==> src/rtl/updown_sweep_ctrl.sv <==
// Triangle sweep sequencer: count runs lo->hi->lo between latched limits, single-shot or continuous.
// Latency: start sampled at edge N gives count=lo and busy=1 after edge N; stop takes effect after one edge.
// Backpressure: none; start is ignored while busy, stop is honoured in every state.
module updown_sweep_ctrl #(
    parameter int WIDTH = 4
) (
    input  logic             clk,
    input  logic             reset,
    input  logic             start,
    input  logic             stop,
    input  logic             mode,
    input  logic [WIDTH-1:0] lo_limit,
    input  logic [WIDTH-1:0] hi_limit,
    output logic [WIDTH-1:0] count,
    output logic             upordown,
    output logic             busy,
    output logic             done,
    output logic             err
);

    typedef enum logic [1:0] {
        IDLE = 2'd0,
        UP   = 2'd1,
        DOWN = 2'd2
    } state_t;

    state_t           state, state_nxt;
    logic [WIDTH-1:0] count_nxt;
    logic [WIDTH-1:0] lo_q, lo_nxt;
    logic [WIDTH-1:0] hi_q, hi_nxt;
    logic             done_nxt;
    logic             err_nxt;

    always_ff @(posedge clk or posedge reset) begin
        if (reset) begin
            state <= IDLE;
            count <= '0;
            lo_q  <= '0;
            hi_q  <= '0;
            done  <= 1'b0;
            err   <= 1'b0;
        end else begin
            state <= state_nxt;
            count <= count_nxt;
            lo_q  <= lo_nxt;
            hi_q  <= hi_nxt;
            done  <= done_nxt;
            err   <= err_nxt;
        end
    end

    always_comb begin
        state_nxt = state;
        count_nxt = count;
        lo_nxt    = lo_q;
        hi_nxt    = hi_q;
        done_nxt  = 1'b0;
        err_nxt   = 1'b0;

        // stop outranks start, so a simultaneous start in IDLE neither launches nor flags err
        if (stop) begin
            state_nxt = IDLE;
        end else begin
            case (state)
                IDLE: begin
                    if (start) begin
                        if (lo_limit < hi_limit) begin
                            lo_nxt    = lo_limit;
                            hi_nxt    = hi_limit;
                            count_nxt = lo_limit;
                            state_nxt = UP;
                        end else begin
                            err_nxt = 1'b1;
                        end
                    end
                end
                UP: begin
                    if (count == hi_q) begin
                        count_nxt = count - WIDTH'(1);
                        state_nxt = DOWN;
                    end else begin
                        count_nxt = count + WIDTH'(1);
                    end
                end
                DOWN: begin
                    if (count != lo_q) begin
                        count_nxt = count - WIDTH'(1);
                    end else if (mode) begin
                        count_nxt = count + WIDTH'(1);
                        state_nxt = UP;
                    end else begin
                        state_nxt = IDLE;
                        done_nxt  = 1'b1;
                    end
                end
                default: begin
                    state_nxt = IDLE;
                end
            endcase
        end
    end

    // Decoded straight from the state register, so still free of input-to-output paths
    assign busy     = (state != IDLE);
    assign upordown = (state == DOWN);

endmodule
==> config.mk <==
export PLATFORM = sky130hd
export DESIGN_NAME = updown_sweep_ctrl
export DESIGN_NICKNAME = d
export VERILOG_FILES = /design/src/rtl/updown_sweep_ctrl.sv
export SDC_FILE = /design/constraint.sdc
export NUM_CORES = 1
export LEC_CHECK = 0
export ABC_CLOCK_PERIOD_IN_PS = 2200
export BUFFER_PORTS_ARGS = -buffer_cell sky130_fd_sc_hd__buf_2
export CAP_MARGIN = 0
export CORE_MARGIN = 5
export CORE_UTILIZATION = 30
export DETAILED_ROUTE_END_ITERATION = 7
export PLACE_DENSITY_LB_ADDON = 0.08
export SYNTH_ARGS = -nofsm -noshare
export SYNTH_HDL_FRONTEND = slang
export SYNTH_SLANG_ARGS = --single-unit
==> constraint.sdc <==
create_clock -name clk -period 2.2 [get_ports clk]
set_input_delay 0.44 -clock clk [delete_from_list [all_inputs] [get_ports clk]]
set_output_delay 0.44 -clock clk [all_outputs]
set_load 0.005 [all_outputs]
==> impl_metrics.env, run 1 <==
export IMPL_worst_ir_drop_vdd_mv=0.4019
export IMPL_crit_slowest_cell="or3_1"
export IMPL_combPwrFrac=0.528
export IMPL_crit_fanout=4
export IMPL_final_max_slew_viol_count=0
export IMPL_grt_pass1_vias=910
export IMPL_hold_buffers=0
export IMPL_groute_usage_overall=0.1096
export IMPL_synth_xor_area_share=0.06154
export IMPL_dpl_hpwl_um=2153
export IMPL_cp_end_kind="flip-flop"
export IMPL_clock_path_buffers=2
export IMPL_ff2ff_setup_slack_ps=180
export IMPL_slowest_delay_ps=360
export IMPL_fin_nets=161
export IMPL_leakagePower_nw=0.6758
export IMPL_clkLatencyLatePin_ps=250
export IMPL_area_growth_pct=24.62
export IMPL_dpl_cell_area_um2=1364
export IMPL_hold_ws_ps=268.2
export IMPL_initial_core_util=0.3110
export IMPL_yosys_area_share_simple=0.1176
export IMPL_max_cap_violations=0
export IMPL_yosysWarnings=0
export IMPL_p_switching_uw=747.8
export IMPL_ioPinCount=21
export IMPL_max_freq_mhz=492.0
export IMPL_required_ps=2370
export IMPL_dieHeight_um=71.61
export IMPL_finClkSkew_ps=1.184
export IMPL_rsz0062_at_grt="false"
export IMPL_stdcell_area_um2=1419
export IMPL_clockPowerShare=0.150
export IMPL_port_buffers=20
export IMPL_antenna_found_initial=0
export IMPL_htreeDepth=1
export IMPL_report_final_setup_viol=0
export IMPL_synth_compound_area_frac=0.1462
export IMPL_slew_headroom=0.5613
export IMPL_cts_root_buf="clkbuf_8"
export IMPL_grt_remaining_overflow=0
export IMPL_drc=0
export IMPL_syn_area_um2=1139
export IMPL_cts_buffers=3
export IMPL_cts_setup_buffers=0
export IMPL_placementRows=22
export IMPL_synth_cells=105
export IMPL_critical_path_arrival_ps=2210
export IMPL_ys_seq_area_frac=0.3516
export IMPL_min_period_ps=2033
export IMPL_first_pass_iters=3
export IMPL_first_iter_violations=40
export IMPL_power_total_mw=1.781
export IMPL_post_cts_resized=0
export IMPL_hp_class="in -> async"
export IMPL_power_frac_seq=0.322
export IMPL_p_int_mw=1.033
export IMPL_crit_type="in -> reg"
export IMPL_die_width_um=71.61
export IMPL_grt_pass1_wl_um=4326
export IMPL_cts_sinks=16
export IMPL_antenna_cells=0
export IMPL_drtAntennaViolNets=0
export IMPL_worst_slew_pin_slew_ps=657.3
export IMPL_power_density_nw_per_um2=1255
export IMPL_ys_types=28
export IMPL_synth_seq_cells=16
export IMPL_status="completed"
export IMPL_wire_per_inst_um=14.28
export IMPL_crit_chain="buf_2, ha_1, or3_1, o21ai_0, o21ai_2, a2111oi_4, buf_4, mux2i_1"
export IMPL_drive_above_1_share=0.3650
export IMPL_fp_coreArea_um2=3661
export IMPL_swShare=0.4199
export IMPL_syn_area_per_cell_um2=10.84
export IMPL_start_kind="input port"
export IMPL_gp_congestion=0.7961
export IMPL_fill_cells=384
export IMPL_synth_nets=128
export IMPL_period_share=0.9239
export IMPL_dieArea_um2=5127
export IMPL_synth_mux_area_fraction=0.1582
export IMPL_synthAdderAreaFrac=0.1099
export IMPL_totalWireLength_um=2642
export IMPL_clk_pin_slew_ps=70
export IMPL_num_vias=874
export IMPL_grt_max_degree=17
export IMPL_hold_violations=0
export IMPL_synth_top_family_by_area="multiplexers"
export IMPL_cts_tree="done"
export IMPL_via_per_inst=4.724
-- power by group through the flow --
stage	clock network, mW	logic (mW)	registers, mW
2_1_floorplan	0	0.739	0.523
5_1_grt	0.287	1.04	0.599
3_5_place_dp	0	0.949	0.583
3_3_place_gp	0	0.949	0.578
6_report	0.267	0.940	0.574
4_1_cts	0.276	0.958	0.578
-- worst paths after layout --
| check | start | endpoint | cells past startpoint |
|---|---|---|---|
| setup / recovery | lo_limit[2] | count[2] | 8 |
| hold / removal | reset | state[1] | 2 |
| setup reg to reg | count[1] | count[3] | 6 |
| hold reg to reg | lo_q[0] | lo_q[0] | 1 |
| max in group asynchronous | reset | lo_q[3] | 2 |
| min in group clk | mode | done | 2 |
-- stage by stage --
stage	setup slack (ps)	TNS [ps]	instances	utilization
after CTS	151.4	0	185	0.3876
after global placement	-46.47	-178.7	181	0.3725
final	167.5	0	185	0.3876
after floorplan	139.8	0	105	-
after detailed placement	-86.79	-260.9	181	0.3725
after global routing	55.56	0	185	0.3876
-- placed cells by master, fill, tap and decap left out, types with 4 or more instances in the layout --
| cell | netlist | final |
|---|---|---|
| nor3_1 | 4 | 4 |
| buf_2 | 1 | 20 |
| xor2_1 | 8 | 8 |
| buf_4 | 0 | 10 |
| ha_1 | 10 | 10 |
| dfrtp_1 | 16 | 16 |
| inv_1 | 14 | 14 |
| nor2_1 | 7 | 7 |
| clkbuf_8 | 0 | 4 |
| mux2i_1 | 9 | 9 |
| o221ai_1 | 4 | 4 |
| mux2_2 | 8 | 8 |
-- layout make-up --
| cell class | count | area [um^2] | share of cell area |
|---|---|---|---|
| clock buffer | 4 | 55.05 | 0.03880 |
| inverter | 14 | 52.55 | 0.03704 |
| multi-input combinational | 73 | 675.6 | 0.4762 |
| sequential | 16 | 400.4 | 0.2822 |
| tap | 48 | 60.06 | 0.04233 |
| timing repair buffer | 30 | 175.2 | 0.1235 |
-- cells by family after synthesis --
family | count (synthesis)
buf+inv | 16
fa+ha+maj | 10
flops | 16
simple gates | 22
xor+xnor | 8
compound gates | 16
mux | 17
-- routing by layer --
metal	vias to the layer above	part of all wire	track usage	wire length [um]
met4	0	0.014	0.04384	36
met2	12	0.50	0.1918	1330
met3	4	0.025	0.01823	65
li1	435	-	-	-
met1	423	0.46	0.1327	1209
met5	-	0	0	0
-- critical path, delay by kind of cell --
family / cells / cell delay (ps)
muxes: 1 / 190
and+or+nand+nor: 1 / 360
adders and majority gates: 1 / 230
AOI/OAI and AO/OA: 3 / 680
buffers and inverters: 2 / 310
-- registers in the layout, summed over array words and instances (netlist names) --
| signal | cells |
|---|---|
| state | 2 |
| hi_q | 4 |
| err | 1 |
| lo_q | 4 |
| done | 1 |
| count | 4 |
-- Yosys cell counts --
cell	count	area [um^2]
dfrtp_1	16	400.4
inv_1	14	52.55
ha_1	10	125.1
mux2i_1	9	90.09
mux2_2	8	90.09
xor2_1	8	70.07
nor2_1	7	26.28
nor3_1	4	20.02
o221ai_1	4	35.03
a2111oi_4	2	55.05
a21oi_1	2	10.01
a31oi_1	2	12.51
nand3_1	2	10.01
nor2b_1	2	12.51
o21ai_0	2	10.01
a21boi_2	1	11.26
a2bb2oi_2	1	15.01
buf_2	1	5.000
clkbuf_2	1	5.000
nand2_1	1	3.750
nand2b_4	1	13.76
nand3b_1	1	7.510
nor2_2	1	6.260
nor4_1	1	6.260
nor4_4	1	21.27
o21ai_2	1	8.760
o41ai_1	1	8.760
or3_1	1	6.260
Note: power is estimated with default switching activity, not from simulation.
==> run 2, diff against run 1 <==
SETUP_SLACK_MARGIN = 0.3   (was default)
==> impl_metrics.env, run 2 (synthesis gave the netlist of run 1 again) <==
export IMPL_num_vias=872
export IMPL_ioPinCount=21
export IMPL_grt_remaining_overflow=0
export IMPL_cp_end_kind="flip-flop"
export IMPL_final_setup_tns_ps=0
export IMPL_layout_cells_non_filler=180
export IMPL_largestRegisters="count: 4 flops, hi_q: 4 flops, lo_q: 4 flops"
export IMPL_initial_core_util=0.3110
export IMPL_dpl_cell_area_um2=1353
export IMPL_final_max_slew_viol_count=0
export IMPL_fill_cells=355
export IMPL_final_setup_worst_slack_ps=316.9
export IMPL_hold_violations=0
export IMPL_power_density_nw_per_um2=1240
export IMPL_hold_buffers=0
export IMPL_final_seq_area_um2=401.6
export IMPL_dp_cells=174
export IMPL_status="completed"
export IMPL_rsz0062_at_grt="true"
export IMPL_die_width_um=71.61
export IMPL_place_ws_ps=24.61
export IMPL_groute_usage_overall=0.1098
export IMPL_leakagePower_nw=0.6663
export IMPL_placementRows=22
export IMPL_first_pass_iters=4
export IMPL_crit_fanout=8
export IMPL_stdcell_area_um2=1479
export IMPL_multiInputGateArea_um2=743.2
export IMPL_fp_coreArea_um2=3661
export IMPL_worst_ir_drop_vdd_mv=0.4564
export IMPL_period_share=0.8559
export IMPL_final_common_cell="dfrtp_1"
export IMPL_critical_path_arrival_ps=2020
export IMPL_start_kind="input port"
export IMPL_grt_pass1_wl_um=4416
export IMPL_fin_nets=157
export IMPL_wire_per_inst_um=14.61
export IMPL_grt_pass1_vias=893
export IMPL_dieHeight_um=71.61
export IMPL_via_per_inst=4.844
export IMPL_crit_type="in -> reg"
export IMPL_clock_path_buffers=2
export IMPL_drive_above_1_share=0.4242
export IMPL_required_ps=2330
export IMPL_cts_sinks=16
export IMPL_antenna_found_initial=0
export IMPL_cts_tree="done"
export IMPL_area_growth_pct=29.89
export IMPL_htreeDepth=1
export IMPL_hold_ws_ps=268.5
export IMPL_drtAntennaViolNets=0
export IMPL_cts_buffers=3
export IMPL_hp_class="in -> async"
export IMPL_first_iter_violations=29
export IMPL_antenna_cells=0
export IMPL_slew_headroom=0.5721
export IMPL_dieArea_um2=5127
export IMPL_drc=0
export IMPL_worst_slew_pin_slew_ps=641.1
export IMPL_clkLatencyLatePin_ps=250
export IMPL_finClkSkew_ps=1.354
export IMPL_grt_max_degree=17
export IMPL_dpl_hpwl_um=2077
export IMPL_port_buffers=20
export IMPL_report_final_setup_viol=0
export IMPL_totalWireLength_um=2630
export IMPL_max_cap_violations=0
export IMPL_max_freq_mhz=531.1
export IMPL_min_period_ps=1883
export IMPL_clk_pin_slew_ps=60
export IMPL_cts_root_buf="clkbuf_8"
export IMPL_final_cell_mix="15 x dfrtp_1, 14 x buf_2, 11 x inv_1"
export IMPL_gp_congestion=0.7853
## run 2: cell count changes in the layout (fill, tap and decap cells not counted), sizes merged
| cell | delta |
|---|---|
| buf | -4 |
| clkbuf | -1 |
## run 2: timing repair
item | 4_1_cts | 5_1_grt
setup buffers | 0 | 3
cloned | 0 | 0
pin swaps | 7 | 4
setup endpoints to repair | 2 | 6
resized for setup | 11 | 5
hold endpoints to repair | 0 | 0
## run 2: power breakdown
group,switching [mW],internal [mW]
logic,0.562,0.493
registers,0.133,0.425
clock network,0.0990,0.121
total,0.794,1.04
## run 2: worst paths after layout
kind,start,end,slack (ps),depth (start not counted)
setup / recovery,hi_limit[1],lo_q[3],320,8
hold / removal,reset,state[1],270,2
setup reg to reg,count[1],count[3],330,6
hold reg to reg,lo_q[1],lo_q[1],520,1
max in group asynchronous,reset,count[2],1480,2
min in group clk,mode,done,400,2
## run 2: final cells by class
type,count,area share
clock buffer,3,0.02792
multi-input combinational,73,0.5025
sequential,16,0.2716
timing repair buffer,26,0.1184
tap,48,0.04061
inverter,14,0.03892
## run 2: worst max-delay path: stages
cell and delay (ps):
buf_6 90, inv_2 50, ha_4 200, a2111oi_4 380, buf_4 170, nor2_1 60, nor2_4 240, mux2_2 360
## run 2: metrics by stage
stage | power (mW) | utilization
after floorplan | 1.272 | -
after global placement | 1.543 | 0.3694
after detailed placement | 1.542 | 0.3694
after CTS | 1.803 | 0.3930
after global routing | 1.993 | 0.4040
final | 1.834 | 0.4040
## run 2: layer usage
metal,part of all wire,up-vias,global-route usage
met3,0.040,2,0.02525
met4,0.0061,0,0.04175
met5,0,-,0
met1,0.48,435,0.1477
li1,-,423,-
met2,0.48,12,0.1704
